`config.mk`:
```
export PLATFORM = sky130hd
export DESIGN_NAME = move_scheduler
export DESIGN_NICKNAME = d
export VERILOG_FILES = /design/src/rtl/move_scheduler.sv
export SDC_FILE = /design/constraint.sdc
export NUM_CORES = 1
export LEC_CHECK = 0
export BUFFER_PORTS_ARGS = -buffer_cell sky130_fd_sc_hd__buf_2
export CAP_MARGIN = 20
export CORE_MARGIN = 2
export CORE_UTILIZATION = 50
export DETAILED_ROUTE_END_ITERATION = 8
export GPL_ROUTABILITY_DRIVEN = 0
export PLACE_DENSITY_LB_ADDON = 0.15
export SYNTH_ARGS = -nofsm -noshare
export SYNTH_HDL_FRONTEND = slang
export SYNTH_SLANG_ARGS = --single-unit
```
`constraint.sdc`:
```
create_clock -name clock -period 3.9 [get_ports clock]
set_clock_uncertainty 0.05 [all_clocks]
set_input_delay 0 -clock clock [delete_from_list [all_inputs] [get_ports clock]]
set_output_delay 0 -clock clock [all_outputs]
set_load 0.01 [all_outputs]
```
`src/rtl/move_scheduler.sv`:
```
// move_scheduler: arbitrates move requests from the scanner (A) and the
// solver (B), drives one move at a time to the motor driver, waits for
// completion plus a settle interval, then acknowledges the owner.
// Optional feature macro: ARB_RR_EN -- when defined, simultaneous requests
// alternate between A and B; when undefined, A wins every tie.
module move_scheduler #(
  parameter logic [15:0] SETTLE_CYCLES  = 16'd50000,
  parameter logic [23:0] TIMEOUT_CYCLES = 24'd5000000
) (
  input  logic        clock,
  input  logic        reset,
  input  logic        req_a,
  input  logic [4:0]  move_a,
  input  logic        req_b,
  input  logic [4:0]  move_b,
  input  logic        motor_done,
  output logic        ack_a,
  output logic        ack_b,
  output logic        err,
  output logic [4:0]  motor_move,
  output logic        motor_start,
  output logic        sensor_stable,
  output logic        busy,
  output logic        grant,
  output logic [15:0] moves_issued
);

  typedef enum logic [2:0] {
    IDLE   = 3'd0,
    ISSUE  = 3'd1,
    WAIT   = 3'd2,
    SETTLE = 3'd3,
    ACK    = 3'd4,
    GAP    = 3'd5
  } state_t;

  // Move codes 0..17 are the 18 face turns; anything above is garbage.
  function automatic logic code_is_valid(input logic [4:0] code);
    return (code <= 5'd17);
  endfunction

  state_t      r_state;
  logic [23:0] r_cnt;
  logic [4:0]  r_move;
  logic        r_grant;
  logic        r_busy;
  logic        r_start;
  logic        r_ack_a;
  logic        r_ack_b;
  logic        r_err;
  logic        r_stable;
  logic        r_fail;
  logic [15:0] r_moves;
`ifdef ARB_RR_EN
  logic        r_rr_b;   // 1: B is favoured on the next tie
`endif

  logic        w_pick_b;
  logic [4:0]  w_win_move;
  logic        w_settle_last;
  logic        w_timeout_last;

  // Pick the winner among pending requesters; ties resolved by the arbiter mode.
  always_comb begin
    w_pick_b = 1'b0;
    if (req_a && req_b) begin
`ifdef ARB_RR_EN
      w_pick_b = r_rr_b;
`else
      w_pick_b = 1'b0;
`endif
    end else if (req_b) begin
      w_pick_b = 1'b1;
    end else begin
      w_pick_b = 1'b0;
    end
  end

  assign w_win_move     = w_pick_b ? move_b : move_a;
  // The counter restarts at zero on entry to WAIT/SETTLE, so the state's
  // final cycle is the one where cnt+1 reaches the limit.
  assign w_settle_last  = ((r_cnt + 24'd1) >= {8'd0, SETTLE_CYCLES});
  assign w_timeout_last = ((r_cnt + 24'd1) >= TIMEOUT_CYCLES);

  // Transaction FSM with all outputs registered; pulses default low each cycle.
  always_ff @(posedge clock) begin
    if (reset) begin
      r_state  <= IDLE;
      r_cnt    <= 24'd0;
      r_move   <= 5'd0;
      r_grant  <= 1'b0;
      r_busy   <= 1'b0;
      r_start  <= 1'b0;
      r_ack_a  <= 1'b0;
      r_ack_b  <= 1'b0;
      r_err    <= 1'b0;
      r_stable <= 1'b0;
      r_fail   <= 1'b0;
      r_moves  <= 16'd0;
`ifdef ARB_RR_EN
      r_rr_b   <= 1'b0;
`endif
    end else begin
      r_start <= 1'b0;
      r_ack_a <= 1'b0;
      r_ack_b <= 1'b0;
      r_err   <= 1'b0;
      case (r_state)
        IDLE: begin
          if (req_a || req_b) begin
            r_move   <= w_win_move;
            r_grant  <= w_pick_b;
            r_busy   <= 1'b1;
            r_stable <= 1'b0;
            // An invalid code never reaches the motor.
            r_start  <= code_is_valid(w_win_move);
            r_state  <= ISSUE;
`ifdef ARB_RR_EN
            r_rr_b   <= ~w_pick_b;
`endif
          end else begin
            r_state <= IDLE;
          end
        end
        ISSUE: begin
          // motor_done is deliberately not looked at here.
          r_cnt <= 24'd0;
          if (!code_is_valid(r_move)) begin
            r_fail  <= 1'b1;
            r_err   <= 1'b1;
            r_ack_a <= ~r_grant;
            r_ack_b <= r_grant;
            r_state <= ACK;
          end else begin
            r_fail  <= 1'b0;
            r_state <= WAIT;
          end
        end
        WAIT: begin
          if (motor_done) begin
            r_cnt <= 24'd0;
            if (SETTLE_CYCLES == 16'd0) begin
              r_ack_a <= ~r_grant;
              r_ack_b <= r_grant;
              r_state <= ACK;
            end else begin
              r_state <= SETTLE;
            end
          end else if (w_timeout_last) begin
            r_fail  <= 1'b1;
            r_err   <= 1'b1;
            r_ack_a <= ~r_grant;
            r_ack_b <= r_grant;
            r_state <= ACK;
          end else begin
            r_cnt <= r_cnt + 24'd1;
          end
        end
        SETTLE: begin
          if (w_settle_last) begin
            r_ack_a <= ~r_grant;
            r_ack_b <= r_grant;
            r_state <= ACK;
          end else begin
            r_cnt <= r_cnt + 24'd1;
          end
        end
        ACK: begin
          if (!r_fail) begin
            r_stable <= 1'b1;
            if (r_moves != 16'hFFFF) begin
              r_moves <= r_moves + 16'd1;
            end else begin
              r_moves <= r_moves;
            end
          end else begin
            r_stable <= 1'b0;
          end
          r_state <= GAP;
        end
        GAP: begin
          // Dead cycle so the requester can drop req after seeing ack.
          r_busy  <= 1'b0;
          r_state <= IDLE;
        end
        default: begin
          r_busy  <= 1'b0;
          r_state <= IDLE;
        end
      endcase
    end
  end

  assign ack_a         = r_ack_a;
  assign ack_b         = r_ack_b;
  assign err           = r_err;
  assign motor_move    = r_move;
  assign motor_start   = r_start;
  assign sensor_stable = r_stable;
  assign busy          = r_busy;
  assign grant         = r_grant;
  assign moves_issued  = r_moves;

endmodule

```
==> metrics.txt, run 1 <==
Syn Area/Cell=between 7 and 8 µm²; Post-synth ARST share=0; final setup TNS=0 ns; Rel. slew slack=0.538; slack of the critical path=0.402 ns; Detail Placement HPWL=5.73 mm; core box area=approximately 0.0068 mm²; met1 WL=approximately 4.0 mm; worst path arrival time=3.70 ns; routed wire length=8.33 mm; register area share after synthesis=0.319; WHS Path Cells=5; power density cells=379 mW/mm²; Die Y=87.9 µm; initial detailed-routing violation count=250; Top FF cell, synth=dfxtp_1; Worst VDD drop=roughly 0.00028 V; min Tclk post-route=3.50 ns; largest net degree at the start of global routing=49; WP data required=4.10 ns; via count of the first global-routing pass=3067; Hold WC Path Type=in -> reg; post-route non-filler standard cell count=571; # setup viols final=0; CTS Sinks=56; outcome=finished clean; root buffer cell=clkbuf_8; MaxCap Viol Count=0; Post-synth EDFFs=0; synth warn=0; Ports=43; first-pass GRT wire length=14.2 mm; die area=0.00772 mm²; number of distinct library cells after synthesis=56; Mapped Nets=460; Reg2Reg Setup Slack=~0.4 ns; RSZ-0062 raised after global routing=no; register area=0.00112 mm²; Post-CTS Setup Bufs=0; Gate Count Post-Synth=443; multi-input logic area=between 0.002 and 0.0025 mm²; worst hold endpoint=motor_move[4]; Nets=roughly 490; Reg-to-Reg Start=r_cnt[0]; via count=3286; Buffers on Ports=42; Initial Util=0.517; detailed-route wire length per cell=14.6 µm; layout cells sized above 1=0.173; routed wl met3=229 µm; met2 wire length=3.99 mm; R2R cell count=12; Crit Path Class=reg -> reg; TritonCTS clock tree=built; Hold Fails Final Rpt=0; synth-to-layout area growth=11.6%; final slew viol count=0; total CTS buffers=5; fmax=0.286 GHz; chip width=87.9 µm; Lkg Pwr=1.50 nW; synthesized flop and latch total=56; 1st-pass router iterations=4; placed cells=555; initial antenna violation count=0; Routed Antenna Nets=0; Worst Hold Launch=move_a[4]; Clock Latency Late Sink=0.32 ns; total track usage=0.224; CTS max path bufs=2; final core occ=0.577; DR vias/cell=5.75; Synth Cell Area=0.00352 mm²; total global routing overflow=0; Tot Pwr=1.49 mW; Cell Rows=30; ANT cells=0; Final period util=0.897; DRC=0; Worst Tran Pin Value=0.692 ns; pre-CTS setup slack=about 0.46 ns; Worst setup SP type=flop; worst-path fanout max=24; top layer in use=met4; RR Endpoint=r_cnt[11]; H-tree lvl count=2; filler cell count=637; Worst Setup End Kind=flop; Worst-path clk slew=0.11 ns
logic make-up after synthesis:
logic type	count (synthesis)	synth area share
flops	56	0.319
simple gates	201	0.300
buf+inv	46	0.0591
mux	8	0.0228
compound gates	112	0.247
fa+ha+maj	2	0.00712
xor+xnor	18	0.0448
synth_stat cells (8+ instances only):
cell,count,area [µm²]
dfxtp_1,56,1120
nor2_1,48,180
nand2_1,32,120
o21ai_0,28,140
a21oi_1,27,135
clkbuf_1,25,93.8
nand3_1,22,110
nor2b_1,22,138
nand4_1,16,100
o41ai_2,13,211
or3_1,11,68.8
xnor2_1,11,96.3
inv_1,10,37.5
and3_1,9,56.3
nor3_1,9,45.0
mux2i_1,8,80.1
routing by layer:
| metal | global-route usage | up-vias |
|---|---|---|
| met4 | 0.0713 | 0 |
| li1 | - | 1678 |
| met2 | 0.377 | 61 |
| met3 | 0.0264 | 8 |
| met1 | 0.301 | 1539 |
| met5 | 0 | - |
where the power goes:
group          internal, mW  total, mW  switching [mW]
Sequential            0.613      0.663          0.0505
Combinational         0.178      0.488           0.311
Clock                 0.129      0.334           0.205
Total                 0.920       1.49           0.566
cell usage in the layout, fill, tap and decap left out, types with 10 or more instances in the layout:
cell type  count
nand2_1       32
nor2_1        48
buf_4         10
o21ai_0       27
o41ai_2       13
dfxtp_1       56
xnor2_1       11
buf_2         42
nand4_1       16
inv_1         10
or3_1         11
nand3_1       22
a21oi_1       27
nor2b_1       22
critical path: stages (launching register included):
cell and delay (ns):
dfxtp_1 0.43, ha_1 0.23, and3_1 0.34, buf_4 0.22, nand4_1 0.19, xnor2_1 0.40, a311o_1 0.22, nand4_1 0.17
o2bb2ai_4 0.25, o21ai_2 0.08, buf_4 0.21, or4_1 0.48, a21oi_1 0.15
area by class of cell:
cell class	count	share of cell area
inverters	10	0.00957
clock buffers	5	0.0175
multi-input cells	341	0.558
clock inverters	3	0.00574
well taps	96	0.0306
repair buffers	60	0.0931
flip-flops and latches	56	0.286
flip-flops by register name (all words and copies together), names as in the netlist:
signal and count:
r_state 3, err 1, r_cnt 24, motor_start 1, grant 1, ack_a 1
busy 1, sensor_stable 1, ack_b 1, moves_issued 16, r_fail 1, motor_move 5
through the flow:
stage | hold slack (ns) | instance area [µm²]
CTS | 0.000955 | 3920
finish | 0.00773 | 3920
global placement | 0.157 | 3750
floorplan | 0.0466 | 3520
detailed placement | 0.172 | 3750
global route | 0.0684 | 3920
worst max path at each step:
stage             start   endpoint
2_1_floorplan  r_cnt[0]   r_cnt[4]
3_3_place_gp   r_cnt[7]  r_cnt[11]
3_5_place_dp   r_cnt[7]  r_cnt[11]
4_1_cts        r_cnt[7]  r_cnt[11]
5_1_grt        r_cnt[8]  r_cnt[11]
6_report       r_cnt[0]  r_cnt[11]
what timing repair did:
action,4_1_cts,5_1_grt
gates resized for setup,0,0
hold endpoints to repair,4,0
hold buffers,8,0
Power figures use the tool's default switching activity.
==> run 2, diff against run 1 <==
Settings changed: CELL_PAD_IN_SITES_DETAIL_PLACEMENT from default to 1, CELL_PAD_IN_SITES_GLOBAL_PLACEMENT from default to 1, CORE_UTILIZATION 50 to 39, SKIP_LAST_GASP from default to 1.
Clock period 3.9 ns to 3.15 ns, I/O delays scaled along.
==> metrics.txt, run 2 (synthesis gave the netlist of run 1 again) <==
Clock power frac=0.226 (about the same); ANT cells=0 (unchanged); via count=3491 (+6.2%); Rel. slew slack=0.311 (-0.227); crit-path max cell delay=0.59 ns (+0.11 ns); routed wire length=10.4 mm (+25%); Hold WC Path Type=in -> reg; first-pass GRT wire length=17.4 mm (+23%); DRC=0 (unchanged); Buffers on Ports=42 (unchanged); root buffer cell=clkbuf_8; Buf+Inv Stages, Crit Path=1 (-1); Worst-path clk slew=0.12 ns (about the same); Initial Util=0.403 (-0.114); CTS max path bufs=2 (unchanged); Final period util=0.954 (+0.0566); Sw Ratio=0.391 (+0.0106); Placed Area=0.00398 mm² (+6.1%); power density cells=462 mW/mm² (+22%); # setup viols final=0 (unchanged); Worst VDD drop=0.000317 V (+12%); Worst setup SP type=flop; Final Cell Area=0.00427 mm² (+8.8%); worst-path fanout max=12 (-50%); initial antenna violation count=0 (unchanged); Gate power share=0.366 (+0.037); Flop pwr share=0.408 (-0.038); final slew viol count=0 (unchanged); CP top delay family=simple AND/OR/NAND/NOR gates; layout cells sized above 1=0.265 (+0.0928); min Tclk post-route=3.00 ns (-0.494 ns); worst path cell trace=nand4_1 -> or4_4 -> o31a_1 -> a211oi_2 -> and2_4 -> a41o_1 -> o21ai_2 -> or2_4 -> buf_12 -> o41ai_2; P_sw=772 µW (+36%); commonest non-fill, non-tap cell in the layout=dfxtp_1; Lkg Pwr=1.68 nW (+12%); MaxCap Viol Count=0 (unchanged); WP data required=3.33 ns (-0.77 ns); detailed-route wire length per cell=17.0 µm (+17%); largest net degree at the start of global routing=50 (+2.0%); Ports=43 (unchanged); synth-to-layout area growth=21.4%; die area=0.00979 mm² (+27%); Worst Tran Pin Value=1.03 ns (+0.342 ns); chip width=98.9 µm (+13%); 1st-pass router iterations=4 (unchanged); outcome=finished clean; Tot Pwr=1.97 mW (+33%); core box area=0.00872 mm² (+28%); Worst path slowest cell=or4_4; commonest cells after routing, fill and taps aside=52 x dfxtp_1, 48 x nor2_1, 42 x buf_2, 37 x buf_4, 32 x nand2_1; TritonCTS clock tree=built; Cell Rows=34 (+13%); Routed Antenna Nets=0 (unchanged); Crit Path Class=reg -> reg; fmax=0.333 GHz (+16%); via count of the first global-routing pass=3560 (+16%); total CTS buffers=5 (unchanged); Detail Placement HPWL=7.53 mm (+31%); Hold Fails Final Rpt=0 (unchanged); total global routing overflow=0 (unchanged); CTS Sinks=56 (unchanged); total track usage=0.214 (-0.00982); number of flip-flops in the largest register=24 (unchanged); DR vias/cell=5.73 (-0.39%); Biggest register=r_cnt; P_int=1.20 mW (+30%); Nets=517 (+5.3%); initial detailed-routing violation count=105 (-58%); worst path arrival time=3.19 ns (-0.51 ns); Worst Setup End Kind=flop; Die Y=98.9 µm (+13%); Clock Latency Late Sink=0.33 ns (about the same); H-tree lvl count=2 (unchanged)
[run 2: timing repair]
action	4_1_cts	5_1_grt
gates resized for setup	4	25
pin swaps	0	8
endpoints found under the setup margin	20	26
hold buffers	5	0
setup buffers	0	2
hold endpoints to repair	2	0
[run 2: cell type report]
type                            count  area [µm²]
Clock buffer                        5        68.8
Clock inverter                      3        33.8
Fill cell                        1082        4450
Inverter                           10        37.5
Multi-Input combinational cell    341        2300
Sequential cell                    56        1130
Tap cell                          108         135
Timing Repair Buffer               86         569
[run 2: final timing paths]
path,start,end,slack [ns],cells past startpoint
max,r_cnt[4],r_cnt[3],0.15,10
min,move_a[3],motor_move[3],0.0003,5
max reg2reg,r_cnt[4],r_cnt[3],0.15,10
min reg2reg,r_cnt[1],r_cnt[1],0.44,2
[run 2: per-layer routing]
| layer | GRT usage | part of all wire | vias to the layer above |
|---|---|---|---|
| li1 | - | - | 1725 |
| met2 | 0.367 | 0.49 | 48 |
| met1 | 0.287 | 0.46 | 1705 |
| met5 | 0 | 0 | - |
| met3 | 0.0262 | 0.027 | 13 |
| met4 | 0.0527 | 0.014 | 0 |
[run 2: worst reg2reg max path, delay by kind of cell, from the launching register on]
kind                   cells  cell delay (ns)
AND/OR/NAND/NOR            4             1.29
flip-flops                 1             0.36
buffers and inverters      1             0.15
AO/OA/AOI/OAI              5             1.06
[run 2: per-stage QoR]
step / hold WS [ns] / worst slack [ns] / std cells / utilization / TNS, ns
after detailed placement: 0.169 / -0.123 / 594 / 0.457 / -1.00
after CTS: 0.00560 / 0.0349 / 607 / 0.476 / 0
after global routing: 0.0197 / -0.0212 / 609 / 0.489 / -0.0576
after floorplan: 0.0466 / 0.216 / 443 / - / 0
final: 0.000257 / 0.146 / 609 / 0.489 / 0
after global placement: 0.158 / -0.0478 / 594 / 0.457 / -0.264
[run 2: power groups by stage]
stage / clock, mW / combinational [mW] / sequential (mW)
final: 0.445 / 0.723 / 0.804
after global routing: 0.485 / 0.801 / 0.814
after CTS: 0.461 / 0.721 / 0.804
after detailed placement: 0 / 0.706 / 0.820
after global placement: 0 / 0.695 / 0.819
after floorplan: 0 / 0.427 / 0.819
